$ cat config.mk
export PLATFORM = sky130hd
export DESIGN_NAME = mmio_uart_tx_flat
export DESIGN_NICKNAME = d
export VERILOG_FILES = /design/src/rtl/mmio_uart_tx_if.sv /design/src/rtl/mmio_uart_tx.sv /design/src/flat_wrapper.sv
export SDC_FILE = /design/constraint.sdc
export NUM_CORES = 1
export LEC_CHECK = 0
export ABC_CLOCK_PERIOD_IN_PS = 4000
export CAP_MARGIN = 10
export CELL_PAD_IN_SITES_DETAIL_PLACEMENT = 1
export CELL_PAD_IN_SITES_GLOBAL_PLACEMENT = 2
export CORE_MARGIN = 1
export CORE_UTILIZATION = 34
export DETAILED_ROUTE_END_ITERATION = 7
export GPL_TIMING_DRIVEN = 1
export PLACE_DENSITY = 0.9
export REMOVE_ABC_BUFFERS = 1
export SLEW_MARGIN = 20
export SYNTH_ARGS = -nofsm -noshare
export SYNTH_HDL_FRONTEND = slang
export SYNTH_SLANG_ARGS = --single-unit
$ cat constraint.sdc
create_clock -name clk -period 4 [get_ports clk]
set_input_delay 0.6 -clock clk [delete_from_list [all_inputs] [get_ports clk]]
set_output_delay 0.6 -clock clk [all_outputs]
set_load 0.1 [all_outputs]
$ cat src/rtl/mmio_uart_tx_if.sv
// Core data-memory port as seen by the UART transmitter register window.
interface mmio_uart_tx_if;
    logic        memwrite;
    logic [31:0] addr;
    logic [31:0] writedata;
    logic        sel;
    logic [31:0] rdata;

    modport master (output memwrite, addr, writedata, input sel, rdata);
    modport slave  (input memwrite, addr, writedata, output sel, rdata);
endinterface

$ cat src/rtl/mmio_uart_tx.sv
// Memory-mapped 8N1 UART transmitter: TXDATA/STATUS/DIVISOR registers,
// a small TX FIFO and a start/data/stop serialiser driving txd.
module mmio_uart_tx #(
    parameter logic [31:0] BASE_ADDR = 32'h0000_FF00,
    parameter int unsigned DEPTH     = 4,
    parameter logic [15:0] DIV_RESET = 16'd433
) (
    input  logic              clk,
    input  logic              reset,
    mmio_uart_tx_if.slave     bus,
    output logic              txd
);
    localparam int unsigned PTR_W = (DEPTH > 1) ? $clog2(DEPTH) : 1;
    localparam int unsigned CNT_W = $clog2(DEPTH + 1);

    typedef enum logic [1:0] {S_IDLE, S_START, S_DATA, S_STOP} state_t;

    state_t             r_state, w_state_nxt;
    logic [15:0]        r_timer, w_timer_nxt;
    logic [2:0]         r_idx, w_idx_nxt, w_idx_inc;
    logic [7:0]         r_shift, w_shift_nxt;
    logic               r_txd, w_txd_nxt;
    logic [15:0]        r_div;
    logic               r_ovf;
    logic [7:0]         r_mem [DEPTH];
    logic [PTR_W-1:0]   r_wr_ptr, r_rd_ptr;
    logic [CNT_W-1:0]   r_count;

    logic               w_sel, w_wr, w_push_req, w_push_ok, w_pop;
    logic               w_full, w_empty, w_busy, w_timer_zero, w_ovf_clr;
    logic [1:0]         w_off;
    logic [31:0]        w_rdata;
    logic               w_unused;

    // Address decode and register-write strobes
    assign w_sel      = (bus.addr[31:4] == BASE_ADDR[31:4]);
    assign w_off      = bus.addr[3:2];
    assign w_wr       = bus.memwrite & w_sel;
    assign w_push_req = w_wr & (w_off == 2'd0);
    assign w_push_ok  = w_push_req & ~w_full;
    assign w_ovf_clr  = w_wr & (w_off == 2'd1) & bus.writedata[3];
    assign w_unused   = ^{bus.addr[1:0], bus.writedata[31:16]};

    assign w_full       = (r_count == CNT_W'(DEPTH));
    assign w_empty      = (r_count == CNT_W'(0));
    assign w_busy       = (r_state != S_IDLE);
    assign w_timer_zero = (r_timer == 16'd0);
    assign w_idx_inc    = r_idx + 3'd1;

    always_comb begin
        w_rdata = 32'd0;
        if (w_sel) begin
            case (w_off)
                2'd1:    w_rdata = {24'd0, 4'(r_count), r_ovf, w_empty, w_full, w_busy};
                2'd2:    w_rdata = {16'd0, r_div};
                default: w_rdata = 32'd0;
            endcase
        end
    end

    assign bus.sel   = w_sel;
    assign bus.rdata = w_rdata;
    assign txd       = r_txd;

    // Serialiser next-state: every bit lasts DIVISOR+1 cycles
    always_comb begin
        w_state_nxt = r_state;
        w_timer_nxt = r_timer;
        w_idx_nxt   = r_idx;
        w_shift_nxt = r_shift;
        w_txd_nxt   = r_txd;
        w_pop       = 1'b0;
        case (r_state)
            S_IDLE: begin
                if (!w_empty) begin
                    w_pop       = 1'b1;
                    w_shift_nxt = r_mem[r_rd_ptr];
                    w_timer_nxt = r_div;
                    w_state_nxt = S_START;
                    w_txd_nxt   = 1'b0;
                end
            end
            S_START: begin
                if (w_timer_zero) begin
                    w_timer_nxt = r_div;
                    w_idx_nxt   = 3'd0;
                    w_state_nxt = S_DATA;
                    w_txd_nxt   = r_shift[0];
                end else begin
                    w_timer_nxt = r_timer - 16'd1;
                end
            end
            S_DATA: begin
                if (w_timer_zero) begin
                    w_timer_nxt = r_div;
                    if (r_idx == 3'd7) begin
                        w_state_nxt = S_STOP;
                        w_txd_nxt   = 1'b1;
                    end else begin
                        w_idx_nxt = w_idx_inc;
                        w_txd_nxt = r_shift[w_idx_inc];
                    end
                end else begin
                    w_timer_nxt = r_timer - 16'd1;
                end
            end
            S_STOP: begin
                if (w_timer_zero) begin
                    if (!w_empty) begin
                        w_pop       = 1'b1;
                        w_shift_nxt = r_mem[r_rd_ptr];
                        w_timer_nxt = r_div;
                        w_state_nxt = S_START;
                        w_txd_nxt   = 1'b0;
                    end else begin
                        w_state_nxt = S_IDLE;
                    end
                end else begin
                    w_timer_nxt = r_timer - 16'd1;
                end
            end
            default: w_state_nxt = S_IDLE;
        endcase
    end

    always_ff @(posedge clk or negedge reset) begin
        if (!reset) begin
            r_state <= S_IDLE;
            r_timer <= 16'd0;
            r_idx   <= 3'd0;
            r_shift <= 8'd0;
            r_txd   <= 1'b1;
        end else begin
            r_state <= w_state_nxt;
            r_timer <= w_timer_nxt;
            r_idx   <= w_idx_nxt;
            r_shift <= w_shift_nxt;
            r_txd   <= w_txd_nxt;
        end
    end

    // Register file and FIFO bookkeeping; full is judged on the pre-edge count
    always_ff @(posedge clk or negedge reset) begin
        if (!reset) begin
            r_div    <= DIV_RESET;
            r_ovf    <= 1'b0;
            r_wr_ptr <= '0;
            r_rd_ptr <= '0;
            r_count  <= '0;
        end else begin
            if (w_wr && (w_off == 2'd2)) r_div <= bus.writedata[15:0];
            if (w_push_req && w_full)    r_ovf <= 1'b1;
            else if (w_ovf_clr)          r_ovf <= 1'b0;
            if (w_push_ok) r_wr_ptr <= r_wr_ptr + PTR_W'(1);
            if (w_pop)     r_rd_ptr <= r_rd_ptr + PTR_W'(1);
            r_count <= r_count + CNT_W'(w_push_ok) - CNT_W'(w_pop);
        end
    end

    always_ff @(posedge clk) begin
        if (w_push_ok) r_mem[r_wr_ptr] <= bus.writedata[7:0];
    end

endmodule

$ cat src/flat_wrapper.sv
// flat-port wrapper written by rule: the top's interface ports become plain ports
module mmio_uart_tx_flat 
#(
    parameter logic [31:0] BASE_ADDR = 32'h0000_FF00,
    parameter int unsigned DEPTH     = 4,
    parameter logic [15:0] DIV_RESET = 16'd433
)
  (clk, reset, txd, bus_memwrite, bus_addr, bus_writedata, bus_sel, bus_rdata);
  mmio_uart_tx_if bus_i ();
  input  logic clk;
  input  logic reset;
  output logic txd;
  input wire logic [$bits(bus_i.memwrite)-1:0] bus_memwrite;
  input wire logic [$bits(bus_i.addr)-1:0] bus_addr;
  input wire logic [$bits(bus_i.writedata)-1:0] bus_writedata;
  output wire logic [$bits(bus_i.sel)-1:0] bus_sel;
  output wire logic [$bits(bus_i.rdata)-1:0] bus_rdata;
  assign bus_i.memwrite = bus_memwrite;
  assign bus_i.addr = bus_addr;
  assign bus_i.writedata = bus_writedata;
  assign bus_sel = bus_i.sel;
  assign bus_rdata = bus_i.rdata;
  mmio_uart_tx #(.BASE_ADDR(BASE_ADDR), .DEPTH(DEPTH), .DIV_RESET(DIV_RESET)) u_core (.clk(clk), .reset(reset), .bus(bus_i), .txd(txd));
endmodule
==> results_dict.tcl, run 1 <==
set metrics [dict create \
    irDropWorstVdd_mv 0.203 \
    wl_per_cell_um 18.3 \
    wl_mm 11.4 \
    hold_viol 0 \
    core_area_um2 13500 \
    p_clk_share_pct 31.7 \
    grt_pass1_vias 3642 \
    area_growth_syn_to_layout_pct 25.5 \
    fillers 1426 \
    slowest_delay_ns 0.50 \
    ys_seq_area_share_pct 48.9 \
    cts_setup_buffers 0 \
    fp.dieW_um 120 \
    num_io_pins 101 \
    worst-path-buf-inv 3 \
    slew_headroom_pct 35.0 \
    grt_first_pass_wirelength_mm 18.9 \
    cts_resized 0 \
    busiest_layer "met2" \
    ys.flop_type "dfrtp_1" \
    nets 523 \
    max-cap-violations 0 \
    antenna_cells 0 \
    critPathCaptureType "flip-flop" \
    synthArstFlopShare_pct 62.8 \
    num_vias 3306 \
    status "finished clean" \
    clock_sinks 86 \
    final-instance-count-excl-fill 619 \
    std_cell_rows 42 \
    die_h_um 120 \
    clockBufferDepth 2 \
    grt_usage_pct 16.9 \
    gp_congestion 0.771 \
    reg2reg_slack_ns 0.66 \
    antenna_found_initial 0 \
    r2r_start "u_core.r_timer[0]$_DFF_PN0_" \
    synth_area_um2 4750 \
    cpMostUsedCell "ha_1" \
    swShare_pct 31.8 \
    synth_cells 375 \
    avgViaCountPerCell 5.34 \
    fmax_ghz 0.299 \
    final.period_utilization_pct 83.6 \
    worst_ep_required_time_ns 4.22 \
    critPathArrivalTime_ns 3.57 \
    numCtsBuffers 9 \
    drt_first_iter_violations 159 \
    slew_viol_final 0 \
    layout-drive-gt1-share_pct 22.6 \
    placedCellCount 603 \
    gr-usage-met2_pct 28.9 \
    seq_power_share_pct 36.3 \
    combPwrFrac_pct 32.0 \
    reg2reg_to "u_core.r_count[2]$_DFF_PN0_" \
    hold_path_class "input pin to asynchronous set/reset pin" \
    ys.warnings.count 0 \
    htree_levels 3 \
    grt_overflow_total 0 \
    synth_edf_count 32 \
    die_area_um2 14400 \
    clk_latency_ns 0.34 \
    clk_pin_slew_worst_paths_ns 0.06 \
    ant_nets 0 \
    drcViolationCount 0 \
    setup_viol 0 \
    gr-usage-met3_pct 2.71 \
    cts_tree "yes" \
    p_leak_uw 0.00256 \
    p_per_area_nw_per_um2 474 \
    cp-start-kind "flip-flop" \
    port_buffers 66 \
    grt_util_met1_pct 21.2 \
    cp_max_fo 10 \
    avgSynthCellArea_um2 12.7 \
    drt-pass1-iter-count 4 \
    postCtsHoldBufs 0 \
    worst_hold_slack_ns 0.220 \
    tightest_slew_ns 0.972 \
    initial_core_util_pct 35.3 \
    clock_skew_ns 0.00578 \
    rsz0062_at_grt "no" \
    slowest_stage "or3b_1" \
    grt_max_degree 35 \
    yosys_register_bits 86 \
    crit_path_cell_trace "inv_1, ha_1, or3b_1, nor4_4, buf_4, a31oi_1, nor3_1, ha_1, inv_1, ha_1, fa_1, xnor2_1" \
    period_needed_ns 3.34 \
    switchingPower_uw 898 \
    crit_family "simple AND/OR/NAND/NOR gates" \
    internal_power_uw 1920 \
    worstSetupPathType "flip-flop to flip-flop" \
    r2r_cells 12 \
    cts-root-buf "clkbuf_16" \
    hpwl_mm 8.15 \
    finalPower_uw 2820 \
    synth.distinct_cells 75 \
]
[layout make-up]
cell class                      count  area (µm²)  share of cell area [%]
Tap cell                          176         220                    3.70
Sequential cell                    86        2320                    39.0
Clock inverter                      5        83.8                    1.41
Inverter                           19        71.3                    1.20
Timing Repair Buffer               71         863                    14.5
Clock buffer                       11         233                    3.91
Multi-Input combinational cell    251        2160                    36.3
[power groups by stage]
stage,clock network [µW],registers (µW),logic (µW)
after floorplan,0,1040,648
after detailed placement,0,1040,891
after global placement,0,1040,863
after global routing,944,1030,985
after CTS,909,1030,910
final,895,1020,901
[through the flow]
stage | TNS [ns] | setup slack (ns) | instance area (µm²) | utilization [%]
finish | 0 | 0.657 | 5950 | 44.3
global route | 0 | 0.462 | 5950 | 44.3
CTS | 0 | 0.650 | 5950 | 44.3
detailed placement | 0 | 0.667 | 5640 | 41.9
global placement | 0 | 0.760 | 5640 | 41.9
floorplan | -49.39 | -1.83 | 4550 | -
[placed cells by master (no fill, tap or decap), drive strengths merged, types with 9 or more instances in the layout]
master and instances:
mux4 10, nor2 17, and3 10, ha 17, clkdlybuf4s50 48, a21oi 12
edfxtp 32, dfrtp 48, o21ai 15, buf 23, conb 16, a22oi 9
inv 20, nand2 14, clkbuf 11, mux2 31
[cell usage after synthesis, drive strengths merged, types with 2 or more instances]
| cell | instances | share of area [%] |
|---|---|---|
| dfrtp | 48 | 25 |
| edfxtp | 32 | 20 |
| mux2 | 31 | 8.0 |
| buf | 25 | 3.8 |
| inv | 19 | 1.5 |
| ha | 17 | 4.5 |
| nor2 | 17 | 1.7 |
| o21ai | 15 | 2.1 |
| nand2 | 14 | 1.1 |
| a21oi | 12 | 1.5 |
| and3 | 10 | 1.3 |
| mux4 | 10 | 4.7 |
| a22oi | 9 | 1.5 |
| a22o | 8 | 1.5 |
| clkbuf | 8 | 1.3 |
| or4 | 8 | 1.5 |
| nor3 | 7 | 0.84 |
| nor4 | 7 | 1.4 |
| dfstp | 6 | 3.3 |
| a221o | 5 | 1.1 |
| and2 | 4 | 0.53 |
| mux2i | 4 | 0.84 |
| o31ai | 4 | 0.63 |
| or3 | 4 | 0.53 |
| xnor2 | 4 | 0.74 |
| xor2 | 4 | 0.74 |
| a31oi | 3 | 0.40 |
| a32oi | 3 | 0.55 |
| nand3 | 3 | 0.42 |
| a2111oi | 2 | 0.76 |
| a21o | 2 | 0.32 |
| nand4 | 2 | 0.26 |
| nor2b | 2 | 0.26 |
| o22ai | 2 | 0.26 |
| o32a | 2 | 0.42 |
| or2 | 2 | 0.26 |
[cells by family (layout without fill, tap and decap cells)]
| group | count (synthesis) | after routing | synth area share (%) |
|---|---|---|---|
| AO/OA/AOI/OAI | 78 | 78 | 13.0 |
| buffers and inverters | 53 | 106 | 6.83 |
| XOR/XNOR | 8 | 8 | 1.48 |
| multiplexers | 45 | 45 | 13.6 |
| other | 1 | 16 | 0.0790 |
| flip-flops | 86 | 86 | 48.9 |
| AND/OR/NAND/NOR | 86 | 86 | 11.3 |
| adder cells (fa/ha/maj) | 18 | 18 | 4.90 |
[how the worst max path moves through the flow]
stage,startpoint,to,depth (start not counted)
floorplan,bus_addr[17],bus_rdata[0],4
global placement,bus_addr[17],bus_rdata[2],7
detailed placement,bus_addr[16],u_core.r_mem[2][0]$_DFFE_PP_,6
CTS,u_core.r_timer[0]$_DFF_PN0_,u_core.r_count[2]$_DFF_PN0_,12
global route,u_core.r_timer[0]$_DFF_PN0_,u_core.r_count[2]$_DFF_PN0_,12
finish,u_core.r_timer[0]$_DFF_PN0_,u_core.r_count[2]$_DFF_PN0_,12
[layer usage]
metal	part of all wire (%)	up-vias
met5	0	-
met2	51	102
li1	-	1519
met3	4.6	14
met4	1.9	0
met1	43	1671
[sequential cells by signal, indices dropped and copies added (netlist names), 3 cells and up]
name and count:
u_core.r_count 3, u_core.r_div 16, u_core.r_idx 3, u_core.r_mem 32, u_core.r_shift 8, u_core.r_timer 16
[worst register-to-register path: cells and delay by family (launching register included)]
kind	cells	cell delay (ns)
and+or+nand+nor	3	1.21
adders and majority gates	4	0.97
DFF	1	0.45
buffers and inverters	3	0.35
xor gates and xnor gates	1	0.14
AOI/OAI and AO/OA	1	0.11
No activity file was read; power rests on OpenSTA's default activity.
==> run 2, diff against run 1 <==
Settings changed: ABC_CLOCK_PERIOD_IN_PS 4000 to 3500.
Clock period 4 ns to 3.5 ns, I/O delays scaled along.
==> results_dict.tcl, run 2 (same netlist as run 1, synthesis figures left out) <==
set metrics [dict create \
    slew_viol_final 0 \
    clock_skew_ns 0.00659 \
    max-cap-violations 0 \
    final.setup.worst_slack_ns 0.421 \
    period_needed_ns 3.08 \
    area_growth_syn_to_layout_pct 25.1 \
    p_clk_share_pct 29.7 \
    critPathCaptureType "output port" \
    reg.largest.list "u_core.r_mem x32, u_core.r_div x16, u_core.r_timer x16" \
    fmax_ghz 0.325 \
    nets 525 \
    seq_power_share_pct 37.3 \
    grt_max_degree 31 \
    p_per_area_nw_per_um2 529 \
    worstSetupPathType "input pin to output port" \
    dpl_worst_slack_ns 0.291 \
    crit_start "bus_addr[16]" \
    grt_first_pass_wirelength_mm 19.4 \
    gp_congestion 0.802 \
    hpwl_mm 8.56 \
    slew_headroom_pct 52.8 \
    critPathArrivalTime_ns 2.55 \
    num_io_pins 101 \
    ant_nets 0 \
    layout_common_cells "48 x dfrtp_1, 47 x clkdlybuf4s50_1, 32 x edfxtp_1" \
    irDropWorstVdd_mv 0.223 \
    layout-drive-gt1-share_pct 23.6 \
    largest_reg_flops 32 \
    wl_per_cell_um 19.0 \
    initial_core_util_pct 35.3 \
    postCtsHoldBufs 0 \
    num_vias 3282 \
    swShare_pct 34.2 \
    setup_viol 0 \
    status "finished clean" \
    core_area_um2 13500 \
    p_leak_uw 0.00256 \
    cts_setup_buffers 0 \
    final.period_utilization_pct 88.0 \
    clockBufferDepth 2 \
    cp_max_fo 7 \
    worst-path-buf-inv 3 \
    clock_sinks 86 \
    antenna_cells 0 \
    wl_mm 11.8 \
    combPwrFrac_pct 33.0 \
    htree_levels 3 \
    fp.dieW_um 120 \
    final-instance-count-excl-fill 621 \
    clk_latency_ns 0.35 \
    tightest_slew_ns 0.708 \
    die_h_um 120 \
    cts-root-buf "clkbuf_16" \
    antenna_found_initial 0 \
    top_register "u_core.r_mem" \
    std_cell_rows 42 \
    grt_usage_pct 17.5 \
    slowest_delay_ns 0.52 \
    grt_overflow_total 0 \
    avgViaCountPerCell 5.29 \
    placedCellCount 605 \
    crit_family "simple AND/OR/NAND/NOR gates" \
    drcViolationCount 0 \
    drt-pass1-iter-count 4 \
    hold_viol 0 \
    cts_resized 0 \
    cp-start-kind "input pin" \
    drt_first_iter_violations 106 \
    layout_commonest_cell "dfrtp_1" \
    grt_pass1_vias 3657 \
    hold_path_class "input pin to asynchronous set/reset pin" \
    clk_pin_slew_worst_paths_ns 0.07 \
    rsz0062_at_grt "no" \
    cts_tree "yes" \
    internal_power_uw 2070 \
    slowest_stage "or4b_1" \
    port_buffers 66 \
    die_area_um2 14400 \
    setup-tns-final_ns 0 \
    numCtsBuffers 9 \
    worst_ep_required_time_ns 2.97 \
    crit_path_cell_trace "clkdlybuf4s50_1, or4b_1, nor4_2, buf_4, nand2_1, nor2_1, buf_12" \
    switchingPower_uw 1080 \
    r2r_start "u_core.r_timer[1]$_DFF_PN0_" \
]
## run 2: cell count changes in the layout (fill, tap and decap cells not counted), sizes merged
cell / before / now
buf: 23 / 26
bufinv: 2 / 0
clkbuf: 11 / 9
clkdlybuf4s50: 48 / 47
clkinv: 0 / 2
clkinvlp: 2 / 1
inv: 20 / 23
## run 2: stage by stage
stage                     util [%]  instance area (µm²)  total power (µW)  hold WS (ns)
final                         44.1                 5940              3140         0.227
after global routing          44.1                 5940              3280         0.280
after CTS                     44.1                 5940              3160         0.243
after detailed placement      42.0                 5650              2220         0.489
after global placement        42.0                 5650              2170         0.486
after floorplan                  -                 4550              1930         0.229
## run 2: final cells by class
cell class	count	area [µm²]
clock buffers	9	225
clock inverters	7	61.3
fillers	1445	7520
inverters	19	71.3
multi-input cells	251	2160
flip-flops and latches	86	2320
well taps	176	220
repair buffers	73	876
## run 2: final timing paths
kind	depth (start not counted)	slack (ns)	end
setup / recovery	7	0.42	bus_rdata[6]
hold / removal	1	0.23	u_core.r_div[10]$_DFFE_PN0P_
setup reg to reg	10	0.45	u_core.r_count[1]$_DFF_PN0_
hold reg to reg	1	0.51	u_core.r_ovf$_DFFE_PN0P_
max in group asynchronous	2	2.43	u_core.r_div[0]$_DFFE_PN1P_
min in group clk	1	0.51	u_core.r_ovf$_DFFE_PN0P_
## run 2: power groups by stage
stage | logic (µW) | clock network [µW] | registers [µW]
6_report | 1040 | 933 | 1170
5_1_grt | 1120 | 975 | 1180
4_1_cts | 1040 | 945 | 1170
3_5_place_dp | 1030 | 0 | 1190
3_3_place_gp | 981 | 0 | 1190
2_1_floorplan | 741 | 0 | 1190
## run 2: metal layers
| metal | global-route usage (%) | part of all wire, % | vias up |
|---|---|---|---|
| met5 | 0 | 0 | - |
| met4 | 5.55 | 1.8 | 0 |
| met3 | 2.66 | 2.5 | 19 |
| met2 | 30.3 | 51 | 74 |
| met1 | 22.2 | 45 | 1669 |
| li1 | - | - | 1520 |
==> run 3, diff against run 2 <==
Settings changed: CELL_PAD_IN_SITES_GLOBAL_PLACEMENT 2 to 1, CORE_UTILIZATION 34 to 41.
==> results_dict.tcl, run 3 (same netlist as run 1, synthesis figures left out) <==
set metrics [dict create \
    slowest_delay_ns 0.54 \
    worstSetupPathType "input pin to output port" \
    critPathCaptureType "output port" \
    clk_pin_slew_worst_paths_ns 0.07 \
    fp.dieW_um 110 \
    slew_headroom_pct 35.5 \
    antenna_cells 0 \
    clockBufferDepth 2 \
    seqCellArea_um2 2320 \
    grt_pass1_vias 3807 \
    fillers 1121 \
    nets 524 \
    final_util_pct 53.1 \
    drt-pass1-iter-count 4 \
    fmax_ghz 0.297 \
    p_leak_uw 0.00255 \
    antenna_found_initial 0 \
    worst_ep_required_time_ns 2.97 \
    cts_tree "yes" \
    drt_first_iter_violations 187 \
    crit_path_cell_trace "clkdlybuf4s50_1, or4b_1, nor4_2, nand2_1, nor2_1, buf_12" \
    multi_input_area_um2 2160 \
    wl_mm 12.7 \
    slew_viol_final 0 \
    final_area_um2 5880 \
    place_area_um2 5600 \
    clock_sinks 86 \
    drcViolationCount 0 \
    cts-root-buf "clkbuf_16" \
    setup_viol 0 \
    port_buffers 66 \
    dr_wl_met3_um 532 \
    initial_core_util_pct 42.8 \
    clock_skew_ns 0.00585 \
    tightest_slew_ns 0.965 \
    core_area_um2 11100 \
    area_growth_syn_to_layout_pct 24.0 \
    wl_per_cell_um 21.7 \
    hpwl_mm 8.81 \
    layout-drive-gt1-share_pct 23.0 \
    status "finished clean" \
    irDropWorstVdd_mv 0.390 \
    largest_reg_flops 32 \
    worst_hold_slack_ns 0.182 \
    hold_path_class "input pin to asynchronous set/reset pin" \
    avgViaCountPerCell 5.89 \
    period_needed_ns 3.36 \
    crit_family "simple AND/OR/NAND/NOR gates" \
    critPathArrivalTime_ns 2.84 \
    p_per_area_nw_per_um2 536 \
    die_area_um2 12000 \
    met1_length_mm 5.14 \
    reg.largest.list "u_core.r_mem x32, u_core.r_div x16, u_core.r_timer x16" \
    clk_latency_ns 0.34 \
    layout_common_cells "48 x clkdlybuf4s50_1, 48 x dfrtp_1, 32 x edfxtp_1" \
    num_io_pins 101 \
    grt_first_pass_wirelength_mm 20.3 \
    cts_resized 0 \
    numCtsBuffers 9 \
    worst-path-buf-inv 2 \
    std_cell_rows 38 \
    rsz0062_at_grt "no" \
    final.period_utilization_pct 96.1 \
    gp_congestion 0.830 \
    dpl_worst_slack_ns 0.141 \
    max-cap-violations 0 \
    postCtsHoldBufs 0 \
    cp-start-kind "input pin" \
    htree_levels 3 \
    cts_setup_buffers 0 \
    final.setup.worst_slack_ns 0.137 \
    hold_viol 0 \
    met2_length_mm 6.63 \
    grt_max_degree 33 \
    grt_usage_pct 22.9 \
    die_h_um 110 \
    top_register "u_core.r_mem" \
    grt_overflow_total 0 \
    cp_max_fo 7 \
    num_vias 3439 \
    ant_nets 0 \
    highest_layer "met4" \
    slowest_stage "or4b_1" \
]
## run 3: cell types whose count changed in the layout (fill, tap and decap cells not counted)
cell	previous run	this run
inv_8	2	1
buf_4	8	6
clkinv_1	0	1
clkdlybuf4s50_1	47	48
inv_6	2	1
clkinv_2	1	0
clkinv_4	1	3
## run 3: area by class of cell
| type | instances | area share, % |
|---|---|---|
| Clock buffer | 9 | 3.83 |
| Clock inverter | 7 | 0.978 |
| Inverter | 19 | 1.21 |
| Multi-Input combinational cell | 251 | 36.8 |
| Sequential cell | 86 | 39.4 |
| Tap cell | 140 | 2.98 |
| Timing Repair Buffer | 72 | 14.8 |
## run 3: where the power goes
group          switching, µW  internal [µW]
sequential              63.2           1110
combinational            602            463
clock                    424            490
## run 3: through the flow
step	power (µW)	cells	setup TNS (ns)
final	3150	584	0
after global routing	3280	584	0
after CTS	3160	584	0
after detailed placement	2220	568	0
after global placement	2150	568	0
after floorplan	1930	356	-78.06
## run 3: path summary, 6_finish.rpt
| path | from | endpoint | slack (ns) | depth (start not counted) |
|---|---|---|---|---|
| max in group asynchronous | reset | u_core.r_div[0]$_DFFE_PN1P_ | 2.43 | 2 |
| setup reg to reg | u_core.r_timer[0]$_DFF_PN0_ | u_core.r_count[2]$_DFF_PN0_ | 0.20 | 11 |
| setup / recovery | bus_addr[17] | bus_rdata[0] | 0.14 | 6 |
| min in group clk | u_core.r_ovf$_DFFE_PN0P_ | u_core.r_ovf$_DFFE_PN0P_ | 0.51 | 1 |
| hold reg to reg | u_core.r_ovf$_DFFE_PN0P_ | u_core.r_ovf$_DFFE_PN0P_ | 0.51 | 1 |
| hold / removal | reset | u_core.r_timer[8]$_DFF_PN0_ | 0.18 | 1 |
## run 3: routing by layer
layer	vias to the layer above	track usage, %
met5	-	0
met4	0	10.5
met3	30	3.68
met2	123	40.8
met1	1766	27.1
li1	1520	-
